--- src/rtl/sb_rx_decoder_pkg.sv ---
// ---------------------------------------------------------------------------
// sb_rx_decoder_pkg
// Shared sideband (SB) codex definitions used by the sideband receive decoder:
//   - 64-bit clock-pattern constant
//   - field bit positions inside a received sideband word
//   - opcode / msgcode constants
//   - packed decoded-message record and helper functions
// No ports (package).
// ---------------------------------------------------------------------------
package sb_rx_decoder_pkg;

    // A word made of alternating ones and zeros marks clock-pattern training.
    localparam logic [63:0] SB_CLOCK_PATTERN = 64'hAAAA_AAAA_AAAA_AAAA;

    // Field positions inside a sideband header word.
    localparam int SB_OPCODE_LSB  = 0;
    localparam int SB_MSGCODE_LSB = 14;
    localparam int SB_MSGINFO_LSB = 24;
    localparam int SB_SUBCODE_LSB = 48;
    localparam int SB_CP_BIT      = 62;
    localparam int SB_DP_BIT      = 63;

    typedef enum logic [4:0] {
        SB_OPC_MSG_NO_DATA   = 5'h12,
        SB_OPC_MSG_WITH_DATA = 5'h1B
    } sb_opcode_e;

    localparam logic [7:0] SB_MSGCODE_REQ  = 8'h91;
    localparam logic [7:0] SB_MSGCODE_RESP = 8'h92;

    // Decoded message as stored in the FIFO, most significant field first.
    typedef struct packed {
        logic [7:0]  subcode;
        logic [15:0] info;
        logic [7:0]  code;
        logic [4:0]  opcode;
    } sb_msg_t;

    function automatic sb_msg_t sbExtractMsg(input logic [63:0] word);
        sb_msg_t msg;
        msg.opcode  = word[SB_OPCODE_LSB  +: 5];
        msg.code    = word[SB_MSGCODE_LSB +: 8];
        msg.info    = word[SB_MSGINFO_LSB +: 16];
        msg.subcode = word[SB_SUBCODE_LSB +: 8];
        return msg;
    endfunction

    // Control parity covers bits [61:0]; data parity must be clear when the
    // word carries no data payload.
    function automatic logic sbParityOk(input logic [63:0] word);
        logic cpOk;
        logic dpOk;
        cpOk = (word[SB_CP_BIT] == ^word[61:0]);
        dpOk = !((word[SB_OPCODE_LSB +: 5] == SB_OPC_MSG_NO_DATA) && word[SB_DP_BIT]);
        return cpOk && dpOk;
    endfunction

endpackage

--- src/rtl/sb_rx_decoder_fifo.sv ---
// ---------------------------------------------------------------------------
// sb_msg_fifo
// Synchronous FIFO for decoded sideband messages.
// Ports:
//   clk_100MHz, reset (async, active-high)
//   flush    : synchronous clear, wins over push/pop in the same cycle
//   push     : write pushData (ignored when full unless a pop happens too)
//   pop      : drop head entry (ignored when empty)
//   popData  : head entry, read combinationally from storage
//   full / empty status
// ---------------------------------------------------------------------------
module sb_msg_fifo #(
    parameter int WIDTH = 37,
    parameter int DEPTH = 4
) (
    input  logic             clk_100MHz,
    input  logic             reset,
    input  logic             flush,
    input  logic             push,
    input  logic [WIDTH-1:0] pushData,
    input  logic             pop,
    output logic [WIDTH-1:0] popData,
    output logic             full,
    output logic             empty
);

    localparam int AW = $clog2(DEPTH);
    localparam int CW = AW + 1;

    logic [WIDTH-1:0] mem [DEPTH];
    logic [AW-1:0]    wrPtr;
    logic [AW-1:0]    rdPtr;
    logic [CW-1:0]    count;
    logic             doPush;
    logic             doPop;

    assign full  = (count == CW'(DEPTH));
    assign empty = (count == '0);

    // A push into a full FIFO is still accepted when the head leaves in the
    // same cycle, so throughput is not lost at the boundary.
    assign doPop  = pop && !flush && !empty;
    assign doPush = push && !flush && (!full || doPop);

    assign popData = mem[rdPtr];

    // Pointers wrap naturally because DEPTH is a power of two.
    always_ff @(posedge clk_100MHz or posedge reset) begin
        if (reset) begin
            wrPtr <= '0;
            rdPtr <= '0;
            count <= '0;
        end else if (flush) begin
            wrPtr <= '0;
            rdPtr <= '0;
            count <= '0;
        end else begin
            if (doPush) wrPtr <= wrPtr + AW'(1);
            if (doPop)  rdPtr <= rdPtr + AW'(1);
            case ({doPush, doPop})
                2'b10:   count <= count + CW'(1);
                2'b01:   count <= count - CW'(1);
                default: count <= count;
            endcase
        end
    end

    // Storage needs no reset: entries are only visible while count is nonzero.
    always_ff @(posedge clk_100MHz) begin
        if (doPush) mem[wrPtr] <= pushData;
    end

endmodule

--- src/rtl/sb_rx_decoder.sv ---
// ---------------------------------------------------------------------------
// sb_rx_decoder
// Sideband receive decoder: classifies incoming 64-bit sideband words as
// clock pattern or message, optionally checks parity, and buffers decoded
// message fields in a FIFO for a downstream consumer.
// Optional feature macro: SB_RX_PARITY_CHECK_EN (parity checking and error
// counting; when undefined every non-pattern word is enqueued).
// Ports:
//   clk_100MHz, reset (async, active-high)
//   rx_word_i / rx_valid_i : received word and its one-cycle strobe
//   flush_i                : clears FIFO, pattern counter, overflow flag
//   msg_ready_i            : consumer accepts head entry
//   msg_valid_o, msg_opcode_o, msg_code_o, msg_info_o, msg_subcode_o : head
//   pattern_det_o          : PAT_COUNT consecutive pattern words seen
//   parity_err_o / err_cnt_o : parity failure pulse / saturating count
//   overflow_o             : sticky, a message was dropped on a full FIFO
// ---------------------------------------------------------------------------
module sb_rx_decoder
    import sb_rx_decoder_pkg::*;
#(
    parameter int FIFO_DEPTH = 4,
    parameter int PAT_COUNT  = 2
) (
    input  logic        clk_100MHz,
    input  logic        reset,
    input  logic [63:0] rx_word_i,
    input  logic        rx_valid_i,
    input  logic        flush_i,
    input  logic        msg_ready_i,
    output logic        msg_valid_o,
    output logic [4:0]  msg_opcode_o,
    output logic [7:0]  msg_code_o,
    output logic [15:0] msg_info_o,
    output logic [7:0]  msg_subcode_o,
    output logic        pattern_det_o,
    output logic        parity_err_o,
    output logic [7:0]  err_cnt_o,
    output logic        overflow_o
);

    localparam int              PCW     = $clog2(PAT_COUNT + 1);
    localparam logic [PCW-1:0]  PAT_MAX = PCW'(PAT_COUNT);

    logic           isPattern;
    logic           parityOk;
    logic           wordAccepted;
    logic           fifoFull;
    logic           fifoEmpty;
    logic           doPop;
    sb_msg_t        inMsg;
    sb_msg_t        headMsg;
    logic [PCW-1:0] patCount;
    logic           overflowReg;

    assign isPattern    = (rx_word_i == SB_CLOCK_PATTERN);
    assign inMsg        = sbExtractMsg(rx_word_i);
    assign wordAccepted = rx_valid_i && !isPattern && parityOk;
    assign doPop        = !fifoEmpty && msg_ready_i;

`ifdef SB_RX_PARITY_CHECK_EN
    logic       parityFail;
    logic       parityErrReg;
    logic [7:0] errCntReg;

    // Pattern words are exempt: the alternating pattern never satisfies the
    // header parity rule.
    assign parityOk   = sbParityOk(rx_word_i);
    assign parityFail = rx_valid_i && !isPattern && !parityOk;

    always_ff @(posedge clk_100MHz or posedge reset) begin
        if (reset) begin
            parityErrReg <= 1'b0;
            errCntReg    <= 8'h00;
        end else begin
            parityErrReg <= parityFail;
            if (parityFail && (errCntReg != 8'hFF)) errCntReg <= errCntReg + 8'd1;
        end
    end

    assign parity_err_o = parityErrReg;
    assign err_cnt_o    = errCntReg;
`else
    assign parityOk     = 1'b1;
    assign parity_err_o = 1'b0;
    assign err_cnt_o    = 8'h00;
`endif

    // Consecutive-pattern counter: any valid non-pattern word breaks the run.
    always_ff @(posedge clk_100MHz or posedge reset) begin
        if (reset) begin
            patCount <= '0;
        end else if (flush_i) begin
            patCount <= '0;
        end else if (rx_valid_i) begin
            if (!isPattern)             patCount <= '0;
            else if (patCount != PAT_MAX) patCount <= patCount + PCW'(1);
        end
    end

    assign pattern_det_o = (patCount == PAT_MAX);

    // Overflow only when the word truly cannot enter: full and no pop.
    always_ff @(posedge clk_100MHz or posedge reset) begin
        if (reset) begin
            overflowReg <= 1'b0;
        end else if (flush_i) begin
            overflowReg <= 1'b0;
        end else if (wordAccepted && fifoFull && !doPop) begin
            overflowReg <= 1'b1;
        end
    end

    assign overflow_o = overflowReg;

    sb_msg_fifo #(
        .WIDTH ($bits(sb_msg_t)),
        .DEPTH (FIFO_DEPTH)
    ) u_msgFifo (
        .clk_100MHz (clk_100MHz),
        .reset      (reset),
        .flush      (flush_i),
        .push       (wordAccepted),
        .pushData   (inMsg),
        .pop        (doPop),
        .popData    (headMsg),
        .full       (fifoFull),
        .empty      (fifoEmpty)
    );

    // Fields read as zero whenever nothing is queued, so reset and flush
    // leave every output at 0 without resetting the storage array.
    assign msg_valid_o   = !fifoEmpty;
    assign msg_opcode_o  = fifoEmpty ? 5'h00  : headMsg.opcode;
    assign msg_code_o    = fifoEmpty ? 8'h00  : headMsg.code;
    assign msg_info_o    = fifoEmpty ? 16'h0  : headMsg.info;
    assign msg_subcode_o = fifoEmpty ? 8'h00  : headMsg.subcode;

endmodule

--- config.mk ---
export PLATFORM = sky130hd
export DESIGN_NAME = sb_rx_decoder
export DESIGN_NICKNAME = d
export VERILOG_FILES = /design/src/rtl/sb_rx_decoder_pkg.sv /design/src/rtl/sb_rx_decoder_fifo.sv /design/src/rtl/sb_rx_decoder.sv
export SDC_FILE = /design/constraint.sdc
export NUM_CORES = 1
export LEC_CHECK = 0
export ABC_AREA = 1
export BUFFER_PORTS_ARGS = -buffer_cell sky130_fd_sc_hd__buf_2
export CORE_ASPECT_RATIO = 0.6
export CORE_MARGIN = 2
export CORE_UTILIZATION = 45
export CTS_CLUSTER_DIAMETER = 30
export DETAILED_ROUTE_END_ITERATION = 8
export PLACE_DENSITY = 0.68
export SYNTH_ARGS = -nofsm -noshare
export SYNTH_HDL_FRONTEND = slang
export SYNTH_SLANG_ARGS = --single-unit
--- constraint.sdc ---
create_clock -name clk_100MHz -period 3.4 [get_ports clk_100MHz]
set_input_delay 0.34 -clock clk_100MHz [delete_from_list [all_inputs] [get_ports clk_100MHz]]
set_output_delay 0.34 -clock clk_100MHz [all_outputs]
set_load 0.02 [all_outputs]
# Word level (Yosys, flattened, before mapping)
# Memory sizes are Yosys's and may differ from the RTL's.
# Index checks and enable logic that the tools add are counted.
# word_totals
register_bits	10
mem_bits_rw	148
out_inout_bits	49
mem_count	1
# classes
add_sub_neg	5
eq_ne	7
n_mux	18
n_reduce_logical	21
# mem_list
memory	depth	width	rd	rd_clocked_by_memory_dff	wr	line_no	text
u_msgFifo.mem	4	37	1	0	1	sb_rx_decoder_fifo.sv:30	logic [WIDTH-1:0] mem [DEPTH];
# ops
operator	count
64-bit equality test, second input constant	1
16-bit two-way mux	1
2-bit two-way mux	8
8-bit two-way mux	2
1-bit logical AND	8
2-bit nonzero test	4
2-bit by 1-bit adder with 2-bit output, second input constant	3
3-bit one-hot mux with 2 select lines	1
1-bit zero test	5
5-bit two-way mux	1
2-bit equality test, second input constant	2
1-bit two-way mux	4
3-bit by 1-bit adder with 3-bit output, second input constant	1
3-bit equality test, second input constant	1
3-bit zero test	1
3-bit two-way mux	1
3-bit by 2-bit != test with 1-bit output, second input constant	1
3-bit nonzero test	1
3-bit by 1-bit subtractor with 3-bit output, second input constant	1
2-bit by 1-bit equality test with 1-bit output, second input constant	1
2-bit != test, second input constant	1
2-bit AND reduction	1
1-bit logical OR	1

# Depth between registers and ports, before layout
# Gate-level depths: netlist of run 1.
# depth
depth_word	10
mapped_depth	16
mapped_depth_nobuf	16

# By module
# A second synthesis of run 1 with hierarchy kept.
# unflattened
cells_unflattened	684
area_unflattened_um2	7113.1
# modules_own_cells
module	n_inst	cells_each	area_per_inst_um2	seq_area_each_um2
sb_msg_fifo	1	429	6000.8	4619.4
sb_rx_decoder	1	255	1112.3	75.1

# Least setup slack after synthesis of run 1
# Ideal clock, no wire load.
# synth_path
kind	in2reg
startpoint	input rx_word_i[3]
endpoint	memory u_msgFifo.mem[0][0], enable pin
setup_time_ns	0.431
arrival_ns	2.509
required_ns	2.969
setup_slack_ns	0.459
cell_stages	9
n_path_buf	0
cell_sequence	nand2_1 inv_1 nand2_1 nor2_1 nand2_1 nor2_2 nand2_2 nand3_1 nor2_1
# synth_via
elab_chain_len	7
# synth_rtl
element	line_no	text
from (decl)	sb_rx_decoder.sv:26	input logic [63:0] rx_word_i,
64-bit equality test	sb_rx_decoder.sv:55	assign isPattern = (rx_word_i == SB_CLOCK_PATTERN);
1-bit zero test	--	
1-bit logical AND	sb_rx_decoder.sv:57	assign wordAccepted = rx_valid_i && !isPattern && parityOk;
1-bit logical AND (2 in series)	sb_rx_decoder_fifo.sv:43	assign doPush = push && !flush && (!full || doPop);
1-bit two-way mux	sb_rx_decoder_fifo.sv:70	if (doPush) mem[wrPtr] <= pushData;
1-bit two-way mux (implied by the code)	sb_rx_decoder_fifo.sv:70	
to (decl)	sb_rx_decoder_fifo.sv:30	
# No other way between the ends.

# Worst setup path after layout of run 1
# layout_path
startpoint	register u_msgFifo.rdPtr[0]
endpoint	output msg_info_o[0]
# layout_via
elab_chain_len	2
# layout_rtl
element	line_no	text
from (decl)	sb_rx_decoder_fifo.sv:32	logic [AW-1:0] rdPtr;
from (signal assigned)	sb_rx_decoder_fifo.sv:59	if (doPop) rdPtr <= rdPtr + AW'(1);
memory read 4 x 37 bit	--	
16-bit two-way mux	sb_rx_decoder.sv:135	assign msg_info_o = fifoEmpty ? 16'h0 : headMsg.info;
to (decl)	sb_rx_decoder.sv:33	output logic [15:0] msg_info_o,
# No other way between the ends.

==> results of run 1 <==
[metal layers]
metal  global-route usage  share of wire  vias to the layer above
li1                     -              -                     2258
met1                0.315           0.48                     2303
met2                0.289           0.43                      214
met3               0.0527          0.081                       15
met4               0.0755         0.0094                        0
met5                    0              0                        -
[registers in the layout (all words and copies together), names as in the netlist]
| name | count |
|---|---|
| patCount | 2 |
| u_msgFifo.rdPtr | 2 |
| overflow_o | 1 |
| u_msgFifo.wrPtr | 2 |
| u_msgFifo.mem | 148 |
| u_msgFifo.count | 3 |
[path summary, 6_finish.rpt]
kind	start	to	slack, ps	depth (start not counted)
max reg2reg	u_msgFifo.count[2]$_DFFE_PP0P_	u_msgFifo.mem[1][10]$_DFFE_PP_	1010	6
max in group asynchronous	reset	u_msgFifo.rdPtr[0]$_DFFE_PP0P_	2590	3
min reg2reg	overflow_o$_DFFE_PP0P_	overflow_o$_DFFE_PP0P_	520	2
max	u_msgFifo.rdPtr[0]$_DFFE_PP0P_	msg_info_o[0]	640	5
min in group asynchronous	reset	overflow_o$_DFFE_PP0P_	470	3
min	rx_word_i[39]	u_msgFifo.mem[3][28]$_DFFE_PP_	150	1
[through the flow]
stage / power [mW] / hold WS [ps]
5_1_grt: 4.77 / 135
3_5_place_dp: 2.71 / 360
4_1_cts: 4.64 / 131
2_1_floorplan: 2.53 / 180
6_report: 4.61 / 148
3_3_place_gp: 2.70 / 350
[report_power, final]
part           switching (mW)  internal (mW)  leakage (nW)
registers              0.0178           2.19          1.48
logic                   0.334          0.132          1.36
clock network           0.828           1.11         0.298
[Yosys cell counts]
cell type and instances:
conb_1 1, nor4_1 1, xor2_1 1, nor2_2 3
o21ai_0 79, nand3_1 10, ha_1 5, inv_1 29
buf_1 4, a21oi_2 1, o211ai_1 1, inv_2 4
nor3_1 1, dfrtp_1 10, buf_4 9, nor2_4 1
clkinv_1 1, clkbuf_1 14, nand4_1 5, fa_1 1
buf_2 8, nor2_1 179, nand2_1 37, nand2_2 2
a21oi_1 41, edfxtp_1 148, nand2_4 2
[cells by family after synthesis]
logic type | after synthesis | synth area share
fa+ha+maj | 6 | 0.0124
buf+inv | 69 | 0.0453
flops | 158 | 0.703
compound gates | 122 | 0.0924
other cells | 1 | 0.000562
xor+xnor | 1 | 0.00131
simple gates | 241 | 0.145
[timing repair]
action,CTS,global route
hold buffers,1,0
buffers inserted,0,0
endpoints found under the hold margin,10,0
[layout by cell type (no fill, tap or decap), drive strengths merged, types with 2 or more instances in the layout]
| cell type | instances |
|---|---|
| nor2 | 183 |
| edfxtp | 148 |
| buf | 116 |
| o21ai | 79 |
| a21oi | 42 |
| nand2 | 41 |
| inv | 40 |
| clkbuf | 17 |
| nand3 | 10 |
| dfrtp | 10 |
| conb | 9 |
| clkinv | 7 |
| nand4 | 5 |
| ha | 5 |
| bufinv | 2 |
[layout make-up]
type,count,area share
inverter,34,0.0158
timing repair buffer,117,0.0789
multi-input combinational,379,0.216
sequential,158,0.583
antenna,1,0.000311
clock buffer,17,0.0528
tap,198,0.0308
clock inverter,15,0.0222
==> metrics.cfg, run 1 <==
[status]
outcome=finished, final reports clean

[clock_tree]
clk_pin_slew_worst_paths_ps=60
ctsResizeCount=0
cts_root_buffer=clkbuf_16
cts_tree=yes
cts_made_buffers=17
worstSkewPairLatency_ps=420
cts.path.max_buffers=2
clock-sinks=158
cts_max_level=4

[floorplanning]
initial_core_util=0.460
dieArea_um2=15900
core-area_um2=14500
io_pins=118
die_w_um=161
die_y_um=98.4
rows=34

[worst_setup_path]
critPathSlowestCell=inv_2
path_class=reg -> out
max_stage_delay_ps=600
crit_arrival_ps=2420
crit_path_end_kind=primary output
cp_top_family=buffers and inverters
critPathLaunchType=flip-flop
cp_cell_sequence=inv_2, buf_4, o21ai_0, a21oi_1, buf_2
worst_ep_required_time_ps=3060
crit_buf_inv=3
cp_max_fo=53

[run]
maxCapViolCount=0

[grt]
grt_antenna_before_repair=1
track_usage=0.208
grt_pass1_vias=4617
grt_overflow=0
grt_max_degree=75
grt_first_pass_wirelength_um=24900

[yosys]
synth_cell_types=27
synth_area_um2=6680
yosys_warnings=0
seq_area_frac_synth=0.703
syn_inst=598
syn_avg_cell_area_um2=11.2
yosys.area.top_type_share=0.666
synth_top_cell_by_area=edfxtp_1
synthTopCellsByArea=edfxtp_1 (67%), nor2_1 (10%), o21ai_0 (5.9%)
ys_ff_latch=158

[sta]
hold_viol_final=0
drv_slew=0
min_period_ps=2760
fin_ws_ps=642
max_clock_freq_mhz=363
fin_tns_setup_ps=0
tightest_slew_ps=840
finalCritPeriodShare=0.811
slew_headroom=0.439
setup_viol=0
fin_skew_ps=8.89
grt_setup_unrepaired=false

[place]
place_inst=885
pre_cts_ws_ps=733
dp_hpwl_um=9700
gp_congestion=0.817
placed_area_um2=7440
io_buffer_count=108

[route]
ant_nets=0
drt-vias-per-instance=5.21
first_iter_violations=465
drc=0
wl_um=15800
wl_per_cell_um=17.2
vias=4790
dr.pass1.iters=5

[cells_and_area]
area_growth_pct=20.6
final_util=0.555
fillerInstances=1229
regArea_um2=4700
final_layout_size_suffix_gt1_frac=0.229
design_area_um2=8050
final_cell_count_no_fill=919
final_nets=782
multiInputGateArea_um2=1740

[power]
ir_drop_mv=0.242
p_leak_nw=3.13
p_per_area_nw_per_um2=573

[hold_path]
min_path_type=in -> reg

Power figures use the tool's default switching activity.
==> inputs of run 2 (changes only) <==
Settings changed: PLACE_DENSITY 0.68 to 0.71.
Clock period 3.4 ns to 2.35 ns, I/O delays scaled along.
==> run 2 against run 1 <==
Net effect:
- final cell count rose by 0.65%
- core utilization rose by 0.57 points
- sequential power rose by 44%
- combinational power grew 48%
- register-to-register slack lost 590 ps
- clock power grew 38%
- sequential share of layout area shrank 0.59 points
- worst setup slack got worse by 450 ps
- via count shrank 1.7%
- clock skew is 8.1 ps higher
- routed wire length fell by 1.9%
==> metrics.cfg, run 2 (synthesis results as in run 1) <==
[clock_tree]
clk_pin_slew_worst_paths_ps=70  ; about the same
cts.path.max_buffers=2  ; unchanged
clock-sinks=158  ; unchanged
cts_tree=yes
cts_max_level=4  ; unchanged
cts_made_buffers=17  ; unchanged
post_cts_buffers=0  ; unchanged
cts_root_buffer=clkbuf_16
worstSkewPairLatency_ps=430  ; about the same

[cells_and_area]
final_cell_count_no_fill=925  ; +0.65%
top_regs=u_msgFifo.mem x148, u_msgFifo.count x3
final_cell_mix=nor2_1 (175), edfxtp_1 (148), buf_2 (108)
regArea_um2=4700  ; unchanged
final_layout_size_suffix_gt1_frac=0.238  ; +0.00880
fillerInstances=1170  ; -4.8%
largest-register=u_msgFifo.mem
final_common_cell=nor2_1
largest_register_ff_count=148  ; unchanged
final_nets=789  ; +0.90%
n_antenna_cell=0  ; -1
multiInputGateArea_um2=1740  ; unchanged
area_growth_pct=21.8

[grt]
grt_overflow=0  ; unchanged
grt_antenna_before_repair=0  ; -1
track_usage=0.207  ; -0.000890
grt_max_degree=49  ; -35%
grt_pass1_vias=4623  ; +0.13%
grt_first_pass_wirelength_um=24700  ; -0.99%

[floorplanning]
die_y_um=98.4  ; unchanged
die_w_um=161  ; unchanged
io_pins=118  ; unchanged
core-area_um2=14500  ; unchanged
initial_core_util=0.460  ; unchanged
dieArea_um2=15900  ; unchanged
rows=34  ; unchanged

[worst_setup_path]
cp_top_family=buffers and inverters
crit_buf_inv=3  ; unchanged
worst_ep_required_time_ps=2120  ; -940 ps
crit_path_end_kind=primary output
critPathSlowestCell=dfrtp_1
path_class=reg -> out
cp_max_fo=21  ; -60%
critPathLaunchType=flip-flop
cp_cell_sequence=nor2_2, nand2_2, inv_2, buf_12, a21oi_1, buf_2
max_stage_delay_ps=420  ; -180 ps
crit_arrival_ps=1930  ; -490 ps

[sta]
max_clock_freq_mhz=463
tightest_slew_ps=806  ; -34.3 ps
grt_setup_unrepaired=false
slew_headroom=0.462  ; +0.0229
min_period_ps=2160
finalCritPeriodShare=0.919
drv_slew=0  ; unchanged
fin_skew_ps=16.9  ; +8.06 ps
fin_hold_ws_ps=40.1  ; -108 ps
hold_viol_final=0  ; unchanged
setup_viol=0  ; unchanged

[place]
place_inst=892  ; +0.79%
dp_hpwl_um=9790  ; +0.88%
gp_congestion=0.797  ; -2.5%
io_buffer_count=108  ; unchanged

[route]
drt-vias-per-instance=5.09  ; -2.4%
drc=0  ; unchanged
route.met3.wl_um=1220  ; -3.8%
vias=4707  ; -1.7%
wl_met1_um=7150  ; -5.8%
highest_layer=met4
wl_um=15500  ; -1.9%
first_iter_violations=386  ; -17%
wl_per_cell_um=16.8  ; -2.6%
ant_nets=0  ; unchanged
dr.pass1.iters=5  ; unchanged
wl_met2_um=6980  ; +2.8%

[hold_path]
min_path_type=in -> reg

[run]
maxCapViolCount=0  ; unchanged

[status]
outcome=finished, final reports clean

[power]
p_leak_nw=3.16  ; +0.83%
p_per_area_nw_per_um2=807  ; +41%
ir_drop_mv=0.530  ; +120%

## run 2: cell count changes in the layout (fill, tap and decap cells not counted), sizes merged
cell / change
clkinvlp: +4
bufinv: -2
clkinv: -1
buf: +7
inv: -1
diode: -1
## run 2: per-stage QoR
stage / TNS, ps / power, mW / worst slack (ps) / utilization / instance area, µm²
4_1_cts: 0 / 6.60 / 141 / 0.561 / 8140
5_1_grt: 0 / 6.82 / 5.68 / 0.561 / 8140
6_report: 0 / 6.56 / 190 / 0.561 / 8140
2_1_floorplan: -73900 / 3.65 / -499 / - / 6710
3_5_place_dp: 0 / 3.94 / 38.4 / 0.519 / 7530
3_3_place_gp: 0 / 3.92 / 109 / 0.519 / 7530
## run 2: layout make-up
type / instances / share of cell area
multi-input cells: 379 / 0.214
clock buffers: 17 / 0.0523
inverters: 34 / 0.0157
flip-flops and latches: 158 / 0.577
clock inverters: 15 / 0.0214
repair buffers: 124 / 0.0892
well taps: 198 / 0.0304
## run 2: worst paths after layout
kind / endpoint / slack (ps) / depth (start not counted) / start
worst max-delay path: msg_subcode_o[5] / 190 / 6 / u_msgFifo.count[0]$_DFFE_PP0P_
worst min-delay path: u_msgFifo.mem[2][8]$_DFFE_PP_ / 40 / 1 / rx_word_i[17]
worst max register to register: u_msgFifo.count[2]$_DFFE_PP0P_ / 420 / 12 / u_msgFifo.count[2]$_DFFE_PP0P_
worst min register to register: overflow_o$_DFFE_PP0P_ / 530 / 2 / overflow_o$_DFFE_PP0P_
max in group asynchronous: u_msgFifo.rdPtr[0]$_DFFE_PP0P_ / 1670 / 3 / reset
min in group asynchronous: overflow_o$_DFFE_PP0P_ / 350 / 3 / reset
## run 2: where the power goes
group          leakage [nW]  switching [mW]  internal [mW]
Sequential             1.48          0.0252           3.17
Combinational          1.40           0.481          0.211
Clock                 0.278            1.25           1.43
## run 2: layer usage
| layer | GRT usage | vias to the layer above |
|---|---|---|
| met4 | 0.0707 | 0 |
| met5 | 0 | - |
| met1 | 0.296 | 2259 |
| li1 | - | 2267 |
| met3 | 0.0535 | 13 |
| met2 | 0.311 | 168 |
## run 2: what timing repair did
| item | CTS | global route |
|---|---|---|
| endpoints found under the hold margin | 10 | 0 |
| gates resized for setup | 0 | 0 |
| hold buffers | 1 | 0 |
| setup endpoints to repair | 0 | 0 |
## run 2: worst register-to-register path, delay by kind of cell, from the launching register on
family,cells,cell delay (ps)
xor gates and xnor gates,1,180
adders and majority gates,1,380
DFF,1,420
buffers and inverters,2,120
and+or+nand+nor,8,730
